File: config.mk
export PLATFORM = sky130hd
export DESIGN_NAME = apb_slave_regbank
export DESIGN_NICKNAME = d
export VERILOG_FILES = /design/src/rtl/apb_slave_regbank.sv
export SDC_FILE = /design/constraint.sdc
export NUM_CORES = 1
export LEC_CHECK = 0
export CORE_AREA = 3 3 245 247
export DETAILED_ROUTE_END_ITERATION = 8
export DIE_AREA = 0 0 248 250
export GPL_ROUTABILITY_DRIVEN = 0
export REMOVE_ABC_BUFFERS = 1
export SLEW_MARGIN = 20
export SYNTH_ARGS = -nofsm -noshare
export SYNTH_HDL_FRONTEND = slang
export SYNTH_SLANG_ARGS = --single-unit
export TNS_END_PERCENT = 100
File: constraint.sdc
create_clock -name PCLK -period 10.5 [get_ports PCLK]
set_input_delay 1.575 -clock PCLK [delete_from_list [all_inputs] [get_ports PCLK]]
set_output_delay 1.575 -clock PCLK [all_outputs]
set_load 0.01 [all_outputs]
File: src/rtl/apb_slave_regbank.sv
// Parametrised APB4 slave register bank: RW/RO registers, byte strobes,
// programmable wait states, PSLVERR on bad decode, per-register write pulses.
module apb_slave_regbank #(
    parameter int                    DATA_WIDTH  = 32,
    parameter int                    ADDR_WIDTH  = 32,
    parameter int                    NUM_REGS    = 8,
    parameter logic [ADDR_WIDTH-1:0] BASE_ADDR   = '0,
    parameter int                    WAIT_STATES = 1,
    parameter logic [NUM_REGS-1:0]   RO_MASK     = '0,
    parameter logic [DATA_WIDTH-1:0] RESET_VAL   = '0
) (
    input  logic                           PCLK,
    input  logic                           PRESET,
    input  logic [ADDR_WIDTH-1:0]          PADDR,
    input  logic                           PSEL,
    input  logic                           PENABLE,
    input  logic                           PWRITE,
    input  logic [DATA_WIDTH-1:0]          PWDATA,
    input  logic [DATA_WIDTH/8-1:0]        PSTRB,
    output logic [DATA_WIDTH-1:0]          PRDATA,
    output logic                           PREADY,
    output logic                           PSLVERR,
    input  logic [NUM_REGS*DATA_WIDTH-1:0] status_in,
    output logic [NUM_REGS*DATA_WIDTH-1:0] reg_out,
    output logic [NUM_REGS-1:0]            wr_pulse
);
    localparam int NB = DATA_WIDTH / 8;
    localparam int IW = (NUM_REGS > 1) ? $clog2(NUM_REGS) : 1;

    typedef enum logic {IDLE, ACCESS} state_t;

    state_t                             state_q, state_d;
    logic [3:0]                         cnt_q, cnt_d;
    logic [NUM_REGS-1:0]                wr_pulse_q, wr_pulse_d;
    logic [ADDR_WIDTH-1:0]              offset;
    logic [IW-1:0]                      idx;
    logic                               in_range, err, commit, rd_en;
    logic [NUM_REGS-1:0][DATA_WIDTH-1:0] view;

    // Address decode and error classification
    always_comb begin
        offset   = PADDR - BASE_ADDR;
        idx      = offset[IW+1:2];
        in_range = (offset >> 2) < ADDR_WIDTH'(NUM_REGS);
        err      = (PADDR < BASE_ADDR) || (PADDR[1:0] != 2'b00) || !in_range ||
                   (PWRITE && in_range && RO_MASK[idx]);
    end

    always_comb begin
        PREADY  = (state_q == ACCESS) && (cnt_q == 4'd0) && PSEL && PENABLE;
        PSLVERR = PREADY && err;
        commit  = PREADY && PWRITE && !err;
        rd_en   = (state_q == ACCESS) && PSEL && PENABLE && !PWRITE && !err;
        PRDATA  = rd_en ? view[idx] : '0;
    end

    always_comb begin
        state_d = state_q;
        cnt_d   = cnt_q;
        unique case (state_q)
            IDLE: begin
                if (PSEL && !PENABLE) begin
                    state_d = ACCESS;
                    cnt_d   = 4'(WAIT_STATES);
                end
            end
            ACCESS: begin
                if (!PSEL || PREADY) state_d = IDLE;
                else if (cnt_q != 4'd0) cnt_d = cnt_q - 4'd1;
            end
            default: state_d = IDLE;
        endcase
    end

    always_comb begin
        wr_pulse_d = '0;
        if (commit) wr_pulse_d[idx] = 1'b1;
    end

    always_ff @(posedge PCLK or posedge PRESET) begin
        if (PRESET) begin
            state_q    <= IDLE;
            cnt_q      <= 4'd0;
            wr_pulse_q <= '0;
        end else begin
            state_q    <= state_d;
            cnt_q      <= cnt_d;
            wr_pulse_q <= wr_pulse_d;
        end
    end

    assign wr_pulse = wr_pulse_q;

    // Read-only slots carry no storage: they expose status_in live.
    for (genvar i = 0; i < NUM_REGS; i++) begin : g_reg
        if (RO_MASK[i]) begin : g_ro
            assign view[i] = status_in[i*DATA_WIDTH +: DATA_WIDTH];
        end else begin : g_rw
            logic [DATA_WIDTH-1:0] reg_q, reg_d;
            logic                  unused_status;

            assign unused_status = ^status_in[i*DATA_WIDTH +: DATA_WIDTH];

            always_comb begin
                reg_d = reg_q;
                if (commit && (idx == IW'(i))) begin
                    for (int b = 0; b < NB; b++) begin
                        if (PSTRB[b]) reg_d[b*8 +: 8] = PWDATA[b*8 +: 8];
                    end
                end
            end

            always_ff @(posedge PCLK or posedge PRESET) begin
                if (PRESET) reg_q <= RESET_VAL;
                else        reg_q <= reg_d;
            end

            assign view[i] = reg_q;
        end
        assign reg_out[i*DATA_WIDTH +: DATA_WIDTH] = view[i];
    end
endmodule

==> out/metrics.cfg <==
[global_routing]
grt_pass1_wl_um = 64700
antenna_found_initial = 1
overflow = 0
grt_use_total = 0.139
grt_max_degree = 126
grt_pass1_vias = 9316

[cts]
postCtsSetupBuffers = 0
cts_buffer_depth = 3
clock_latency_ps = 570
numCtsBuffers = 31
cts_root_buf = clkbuf_16
cts.sinks = 269
ctsResizeCount = 0
clk_pin_slew_ps = 50
cts_tree = built
htree_levels = 1
hold_buffers = 0

[floorplan]
die_area_sq_mm = 0.0620
die_x_um = 248
rows = 88
start_util = 0.223
ios = 627
die_h_um = 250
core_sq_mm = 0.0578

[sta]
period_needed_ps = 6080
finalSetupViolCount = 0
finClkSkew_ps = 14.3
slew_violations = 0
hold_viol_final = 0
tightest_slew_ps = 966
max_freq_mhz = 164
setup_slack_ps = 4420
post-route-period-util = 0.579
rsz0062_at_grt = false
finalSetupTns_ps = 0
relSlewSlack = 0.356

[worst_hold_path]
min_from = g_reg[6].g_rw.reg_q[17]
min_path_cells = 1
hold_class = reg -> reg
hold_end = g_reg[6].g_rw.reg_q[17]

[finish]
layout-drive-gt1-share = 0.344
final_common_cell = clkdlybuf4s50_1
final_cell_mix = 367 x clkdlybuf4s50_1, 269 x dfrtp_1, 257 x mux2_2, 69 x nor2_1, 64 x mux4_2
syn_to_final_growth_pct = 42.5
fin_nets = 1521

[power]
p_int_w = 0.00170
power_w = 0.00223
irDropWorstVdd_mv = 0.111
swShare = 0.235
p_leak_nw = 8.36
p_comb_frac = 0.065
powerDensity_mw_per_mm2 = 121
pwr-share-seq = 0.473
switchingPower_w = 0.000522
clockPowerShare = 0.462

[place]
dpl.hpwl_um = 29900
port_buffers = 370
place_ws_ps = 4300

[routing]
wirelength_um = 44200
drc = 0
vias = 8798
drtIter0Drc = 402
wl_per_cell_um = 22.3
vias_per_cell = 4.45
first_pass_iters = 5
postRouteAntennaNets = 0

[synth]
synth_area_sq_mm = 0.0129
yosys_warnings = 0
synth_flop_cell = dfrtp_1
ys_ff_latch = 269
ys_seq_area_frac = 0.523
syn_avg_cell_area_sq_um = 15.6
ys_types = 37
synthArstFlopShare = 1.00
synth_edf_count = 0
synth_cells = 822

[setup_path]
cp.required_ps = 8930
r2r_slack_ps = 7270
crit_type = in -> out
r2r-end = g_reg[7].g_rw.reg_q[3]
critical_path_arrival_ps = 4500
r2r_cells = 7
crit_fanout = 36
start_kind = input pin
r2r_start = cnt_q[0]
cp-end-kind = output pin

[flow_run]
max_cap_violations = 0

[status]
outcome = finished clean

final cells by class:
type                    instances  area [sq um]
fillers                      5708         39500
flip-flops and latches        269          6730
multi-input cells             505          5880
repair buffers                377          3750
well taps                     765           957
clock buffers                  47           926
clock inverters                 7          43.8
inverters                       7          33.8
diodes                          1          2.50
synthesized netlist by cell type, types with 3 or more instances:
| cell type | instances | share of area |
|---|---|---|
| nand4_4 | 28 | 0.046 |
| inv_1 | 7 | 0.0020 |
| mux2_2 | 257 | 0.22 |
| nand3_1 | 4 | 0.0016 |
| and4_2 | 4 | 0.0031 |
| mux2i_1 | 32 | 0.025 |
| mux4_2 | 64 | 0.11 |
| o21ai_0 | 3 | 0.0012 |
| buf_2 | 14 | 0.0054 |
| buf_1 | 7 | 0.0020 |
| nor3_1 | 8 | 0.0031 |
| nor4_1 | 6 | 0.0029 |
| dfrtp_1 | 269 | 0.52 |
| buf_8 | 3 | 0.0035 |
| clkbuf_1 | 12 | 0.0035 |
| nand2_1 | 6 | 0.0018 |
| nand2b_1 | 6 | 0.0029 |
| nor2_1 | 69 | 0.020 |
kinds of logic after synthesis:
group                    count (synthesis)  synth area share
multiplexers                           353             0.362
AO/OA/AOI/OAI                           10           0.00535
buffers and inverters                   48            0.0203
adder cells (fa/ha/maj)                  1          0.000973
flip-flops                             269             0.523
AND/OR/NAND/NOR                        141            0.0881
worst max path at each step:
stage                    from          to  slack (ps)  cells after the start
floorplan              PRESET    cnt_q[0]        1510                      1
global placement    PADDR[25]  PRDATA[15]        4340                      7
detailed placement  PADDR[25]  PRDATA[15]        4300                      7
CTS                 PADDR[25]  PRDATA[15]        4310                      7
global route        PADDR[25]  PRDATA[15]        4130                      7
finish              PADDR[25]  PRDATA[31]        4420                      7
through the flow:
step / cells / instance area, sq um / hold slack [ps] / util
after floorplan: 781 / 12600 / 497 / -
after global placement: 1923 / 17400 / 510 / 0.300
after detailed placement: 1923 / 17400 / 519 / 0.300
after CTS: 1977 / 18300 / 533 / 0.317
after global routing: 1977 / 18300 / 556 / 0.317
final: 1978 / 18300 / 526 / 0.317
worst max-delay path: stages:
cell and delay, ps:
clkdlybuf4s50_1 400, nor4_1 350, and4_4 850, nand3_2 100, buf_4 370, nor2_1 180
clkdlybuf4s50_1 610
sequential cells by signal, summed over array words and instances, names as in the netlist:
name	count
wr_pulse	8
g.g_rw.reg_q	256
state_q	1
cnt_q	4
routing by layer:
metal / track usage / wire [um]
met5: 0 / 20
met4: 0.0282 / 742
met3: 0.0386 / 3300
met2: 0.233 / 21400
met1: 0.179 / 18700
power groups by stage:
stage / registers [W] / logic [W] / clock network (W)
after floorplan: 0.00107 / 0.0000690 / 0
after global placement: 0.00107 / 0.000146 / 0
after detailed placement: 0.00107 / 0.000149 / 0
after CTS: 0.00105 / 0.000149 / 0.00107
after global routing: 0.00105 / 0.000163 / 0.00111
final: 0.00105 / 0.000145 / 0.00103
Note: power is estimated with default switching activity, not from simulation.
